<file path="src/rtl/cpu_arb_pkg.sv">
// Shared types for the memory port arbiter: FSM state encoding and the
// grant encoding produced by the winner-selection block.
package cpu_arb_pkg;

  typedef enum logic [1:0] {
    ST_IDLE   = 2'd0,
    ST_GNT_IF = 2'd1,
    ST_GNT_D  = 2'd2,
    ST_ACK    = 2'd3
  } arb_state_t;

  typedef enum logic [1:0] {
    GNT_NONE = 2'd0,
    GNT_IF   = 2'd1,
    GNT_D    = 2'd2
  } gnt_t;

endpackage

</file>
<file path="src/rtl/mem_arb_pick.sv">
// Winner selection between the fetch port and the load/store port.
// With MEM_ARB_RR_EN defined, ties alternate through a one-bit pointer that
// remembers which side was served last; otherwise data always beats fetch.
module mem_arb_pick
  import cpu_arb_pkg::*;
(
  input  logic clk,
  input  logic rst_n,
  input  logic if_req,
  input  logic d_req,
  input  logic take,
  output gnt_t pick
);

  logic prefer_d;

`ifdef MEM_ARB_RR_EN
  // Pointer flips toward the side that was not just granted; reset favours data.
  always_ff @(posedge clk or negedge rst_n) begin
    if (!rst_n) begin
      prefer_d <= 1'b1;
    end else if (take) begin
      prefer_d <= (pick == GNT_IF);
    end
  end
`else
  logic unused_pick;
  assign prefer_d    = 1'b1;
  assign unused_pick = ^{clk, rst_n, take};
`endif

  // Tie-break only matters when both sides ask in the same cycle.
  always_comb begin
    pick = GNT_NONE;
    if (d_req && (!if_req || prefer_d)) begin
      pick = GNT_D;
    end else if (if_req) begin
      pick = GNT_IF;
    end
  end

endmodule

</file>
<file path="src/rtl/mem_port_arbiter.sv">
// Shares one single-ported, variable-latency memory between instruction
// fetch and load/store. One access at a time: IDLE picks a winner and latches
// its fields, GNT holds mem_req until mem_ready, ACK pulses the winner's ack.
// Optional build macro: MEM_ARB_RR_EN (round-robin tie-break instead of
// fixed data-over-fetch priority).
//
// Handshakes: requesters hold their request (and its fields) until their
// one-cycle ack; the memory side holds mem_req with stable address/data/we
// until it answers with mem_ready, and mem_ready is ignored when no grant is
// active. A requester dropping its request mid-grant does not abort it.
module mem_port_arbiter
  import cpu_arb_pkg::*;
#(
  parameter int WIDTH = 32
) (
  input  logic             clk,
  input  logic             rst,
  input  logic             if_req,
  input  logic [WIDTH-1:0] if_addr,
  output logic [WIDTH-1:0] if_rdata,
  output logic             if_ack,
  input  logic             d_read_en,
  input  logic             d_write_en,
  input  logic [WIDTH-1:0] d_addr,
  input  logic [WIDTH-1:0] d_wdata,
  output logic [WIDTH-1:0] d_rdata,
  output logic             d_ack,
  output logic             mem_req,
  output logic             mem_we,
  output logic [WIDTH-1:0] mem_addr,
  output logic [WIDTH-1:0] mem_wdata,
  input  logic [WIDTH-1:0] mem_rdata,
  input  logic             mem_ready,
  output logic             stall,
  output arb_state_t       dbg_state
);

  arb_state_t state;
  arb_state_t state_nxt;
  gnt_t       pick;
  logic       d_req;
  logic       take;

  assign d_req = d_read_en | d_write_en;
  assign take  = (state == ST_IDLE) && (pick != GNT_NONE);

  mem_arb_pick u_pick (
    .clk    (clk),
    .rst_n  (rst),
    .if_req (if_req),
    .d_req  (d_req),
    .take   (take),
    .pick   (pick)
  );

  // Next-state: one grant at a time, always followed by a single ACK cycle.
  always_comb begin
    state_nxt = state;
    case (state)
      ST_IDLE: begin
        if (pick == GNT_D) begin
          state_nxt = ST_GNT_D;
        end else if (pick == GNT_IF) begin
          state_nxt = ST_GNT_IF;
        end
      end
      ST_GNT_IF, ST_GNT_D: begin
        if (mem_ready) begin
          state_nxt = ST_ACK;
        end
      end
      ST_ACK: begin
        state_nxt = ST_IDLE;
      end
    endcase
  end

  // State register.
  always_ff @(posedge clk or negedge rst) begin
    if (!rst) begin
      state <= ST_IDLE;
    end else begin
      state <= state_nxt;
    end
  end

  // Registered memory-side fields, read data capture and ack pulses.
  always_ff @(posedge clk or negedge rst) begin
    if (!rst) begin
      mem_req   <= 1'b0;
      mem_we    <= 1'b0;
      mem_addr  <= '0;
      mem_wdata <= '0;
      if_rdata  <= '0;
      d_rdata   <= '0;
      if_ack    <= 1'b0;
      d_ack     <= 1'b0;
    end else begin
      if_ack  <= 1'b0;
      d_ack   <= 1'b0;
      mem_req <= (state_nxt == ST_GNT_IF) || (state_nxt == ST_GNT_D);
      if (take) begin
        if (pick == GNT_D) begin
          mem_addr  <= d_addr;
          mem_wdata <= d_wdata;
          mem_we    <= d_write_en;
        end else begin
          mem_addr  <= if_addr;
          mem_wdata <= '0;
          mem_we    <= 1'b0;
        end
      end
      if (state == ST_GNT_IF && mem_ready) begin
        if_rdata <= mem_rdata;
        if_ack   <= 1'b1;
      end
      if (state == ST_GNT_D && mem_ready) begin
        // A store leaves the load-data register untouched.
        if (!mem_we) begin
          d_rdata <= mem_rdata;
        end
        d_ack <= 1'b1;
      end
    end
  end

  assign stall     = (if_req & ~if_ack) | (d_req & ~d_ack);
  assign dbg_state = state;

endmodule

</file>
<file path="config.mk">
export PLATFORM = sky130hd
export DESIGN_NAME = mem_port_arbiter
export DESIGN_NICKNAME = d
export VERILOG_FILES = /design/src/rtl/cpu_arb_pkg.sv /design/src/rtl/mem_arb_pick.sv /design/src/rtl/mem_port_arbiter.sv
export SDC_FILE = /design/constraint.sdc
export NUM_CORES = 1
export LEC_CHECK = 0
export CAP_MARGIN = 20
export CORE_MARGIN = 2
export CORE_UTILIZATION = 40
export DETAILED_ROUTE_END_ITERATION = 6
export GPL_TIMING_DRIVEN = 0
export PLACE_DENSITY_LB_ADDON = 0.08
export SLEW_MARGIN = 15
export SYNTH_ARGS = -nofsm -noshare
export SYNTH_HDL_FRONTEND = slang
export SYNTH_SLANG_ARGS = --single-unit
</file>
<file path="constraint.sdc">
create_clock -name clk -period 3.81 [get_ports clk]
set_clock_uncertainty 0.2 [all_clocks]
set_input_delay 0.381 -clock clk [delete_from_list [all_inputs] [get_ports clk]]
set_output_delay 0.381 -clock clk [all_outputs]
set_load 0.02 [all_outputs]
</file>
==> metrics.md <==
| Metric | Value |
|---|---|
| Clk sinks | 134 |
| Layout cells sized above 1 | 17.1% |
| Period utilisation layout | 71.8% |
| Skew-Pair Late Insertion Delay | 0.41 ns |
| Crit. End Element | output port |
| Largest net degree at the start of global routing | 69 |
| Syn nets | 514 |
| Pleak | 3.83 nW |
| R2r worst-path depth | 7 |
| Layout fillers | 971 |
| Drt wl/cell | 17.5 um |
| Synth cell types | 27 |
| Min cycle time layout | 2.73 ns |
| Clk buf depth | 2 |
| N_diodes | 0 |
| Vias in the first global route | 4395 |
| Most common cell after layout, fill and taps aside | clkdlybuf4s50_1 |
| Worst slew pin tran | 0.628 ns |
| Syn. warnings | 0 |
| Crit path cell chain | clkdlybuf4s50_1 > nor2_4 > buf_4 > o22ai_1 > clkdlybuf4s50_1 |
| Number of synthesized flops with an enable pin | 0 |
| Status | completed |
| CTS tree | built |
| Max Fanout on Critical Path | 10 |
| Rows | 42 |
| Die Area | 14200 um^2 |
| RSZ-0062 raised after global routing | false |
| Critical path's largest stage delay | 0.56 ns |
| Flop-to-flop setup slack | 1.73 ns |
| Syn Area/Cell | 14.1 um^2 |
| HP Class | reg -> reg |
| Antenna Nets Post-Route | 0 |
| Fraction of registers with async set/reset | 100% |
| Post-synth top area share | 63.3% |
| Top cells by area, synth | dfrtp_1 (63%), mux2_2 (13%), mux2i_1 (6.0%) |
| Synth Register Bits | 134 |
| Final Max Tran Viols | 0 |
| Setup Viol. Count Final | 0 |
| Netlist Area Pre-Place | 5300 um^2 |
| R2r endpoint | d_rdata[14] |
| # resized after CTS | 0 |
| Hold Startpoint | mem_addr[0] |
| DR vias/cell | 4.77 |
| Hold violation count in the final report | 0 |
| Startpoint class of the critical path | input port |
| First-pass GRT wire length | 23.7 mm |
| Die height | 119 um |
| Top FF cell, synth | dfrtp_1 |
| Core Box Area | 13100 um^2 |
| I/O Pins | 269 |
| Initial Util | 40.5% |
| Gate Count Post-Synth | 377 |
| Clock root cell | clkbuf_16 |
| Hold path cells | 2 |
| RR Startpoint | dbg_state[0] |
| Synth area leader | dfrtp_1 |
| Worst VDD drop | 0.000523 V |
| Pre-CTS WS | 1.07 ns |
| Area growth syn-to-layout | 67.4% |
| Worst setup margin | 1.08 ns |
| Grt total ovfl | 0 |
| CP Data Required Time | 3.23 ns |
| Most frequent cells in the layout | clkdlybuf4s50_1 (267), dfrtp_1 (134), mux2_2 (61) |
| Critical path arrival | 2.15 ns |
| Placer Congestion | 0.750 |
| CTS HTree Levels | 4 |
| I/O Buffers | 268 |
| Sequential area share after synthesis | 63.3% |
| Fmax | 366 MHz |
| Most numerous cell on the critical path | clkdlybuf4s50_1 |
| Final WL | 14.9 mm |
| Slowest stage cell, crit path | clkdlybuf4s50_1 |
| Power Dens Cells | 910 nW/um^2 |
| Die width | 119 um |
| Drt drc | 0 |
| CTS buffer count | 17 |
| Hold endpoint | mem_addr[0] |
| Nets | 803 |
| Via count | 4080 |
| Drt initial violations | 144 |
| Clk slew on worst S/H paths | 0.05 ns |
| Setup CP Type | in -> out |
| Initial antenna violation count | 0 |
| Max-slew headroom | 58.1% |
| GRT Util Overall | 21.8% |
| Pre-antenna DRT Iters | 4 |
| DP HPWL | 11.0 mm |
| # Max-Cap Violations | 0 |
| Pwr Total | 0.00807 W |
==> synth_stat cells (2+ instances only) <==
cell	n
a22o_1	33
nand2_1	33
buf_2	11
dfrtp_1	134
a21oi_1	3
buf_6	3
ha_1	3
mux2_1	3
buf_4	6
o21ai_1	6
inv_1	5
o21ai_0	26
mux2i_1	32
mux2_2	61
clkbuf_1	5
nor2_1	2
==> area by class of cell <==
| type | instances | area [um^2] | area share, % |
|---|---|---|---|
| Buffer | 25 | 153 | 1.72 |
| Clock buffer | 25 | 515 | 5.81 |
| Clock inverter | 7 | 115 | 1.30 |
| Tap cell | 176 | 220 | 2.48 |
| Sequential cell | 134 | 3350 | 37.8 |
| Timing Repair Buffer | 270 | 2720 | 30.7 |
| Inverter | 5 | 18.8 | 0.212 |
| Multi-Input combinational cell | 213 | 1770 | 20.0 |
==> kinds of logic (layout without fill, tap and decap cells) <==
logic type,Yosys count,after routing,share of synthesized area (%)
and+or+nand+nor,39,39,3.05
DFF,134,134,63.3
muxes,96,96,19.6
buffers and inverters,30,332,3.23
xor gates and xnor gates,1,1,0.165
adders and majority gates,3,3,0.708
AOI/OAI and AO/OA,74,74,9.92
==> how the worst max path moves through the flow <==
stage / startpoint / to / slack, ns
floorplan: dbg_state[0] / d_rdata[10] / 1.83
detailed placement: d_write_en / stall / 1.07
CTS: d_write_en / stall / 1.07
global placement: rst / mem_wdata[11] / -2.95
global route: d_write_en / stall / 1.00
finish: d_write_en / stall / 1.08
==> layer usage <==
layer	global-route usage [%]	routed length, um	up-vias
met5	0	0	-
met2	37.6	7560	153
met4	8.04	261	0
li1	-	-	1921
met3	7.71	1210	17
met1	24.9	5900	1989
==> timing repair <==
action                                 in CTS  in global routing
endpoints found under the hold margin      66                  0
hold buffers                                1                  0
buffers inserted                            0                  0
==> through the flow <==
stage / hold WS, ns / util, % / TNS, ns / std cells / area, um^2
6_report: 0.274 / 67.8 / 0 / 855 / 8870
3_5_place_dp: 0.225 / 62.9 / 0 / 822 / 8230
3_3_place_gp: 0.266 / 62.7 / -393.49 / 821 / 8200
2_1_floorplan: -0.115 / - / 0 / 377 / 5300
5_1_grt: 0.296 / 67.8 / 0 / 855 / 8870
4_1_cts: 0.281 / 67.8 / 0 / 855 / 8870
==> sequential cells by signal, summed over array words and instances (netlist names) <==
signal,cells
mem_wdata,32
if_rdata,32
mem_we,1
dbg_state,2
if_ack,1
mem_addr,32
d_ack,1
d_rdata,32
mem_req,1
==> report_power, final <==
group	total (W)	internal (W)	switching (W)
combinational	0.00386	0.00196	0.00190
sequential	0.00250	0.00213	0.000366
clock	0.00172	0.00113	0.000585
==> worst max-delay path: cells and delay by family <==
kind | cells | cell delay (ns)
buffers and inverters | 3 | 1.34
AND/OR/NAND/NOR | 1 | 0.33
AO/OA/AOI/OAI | 1 | 0.08
Power figures use the tool's default switching activity.
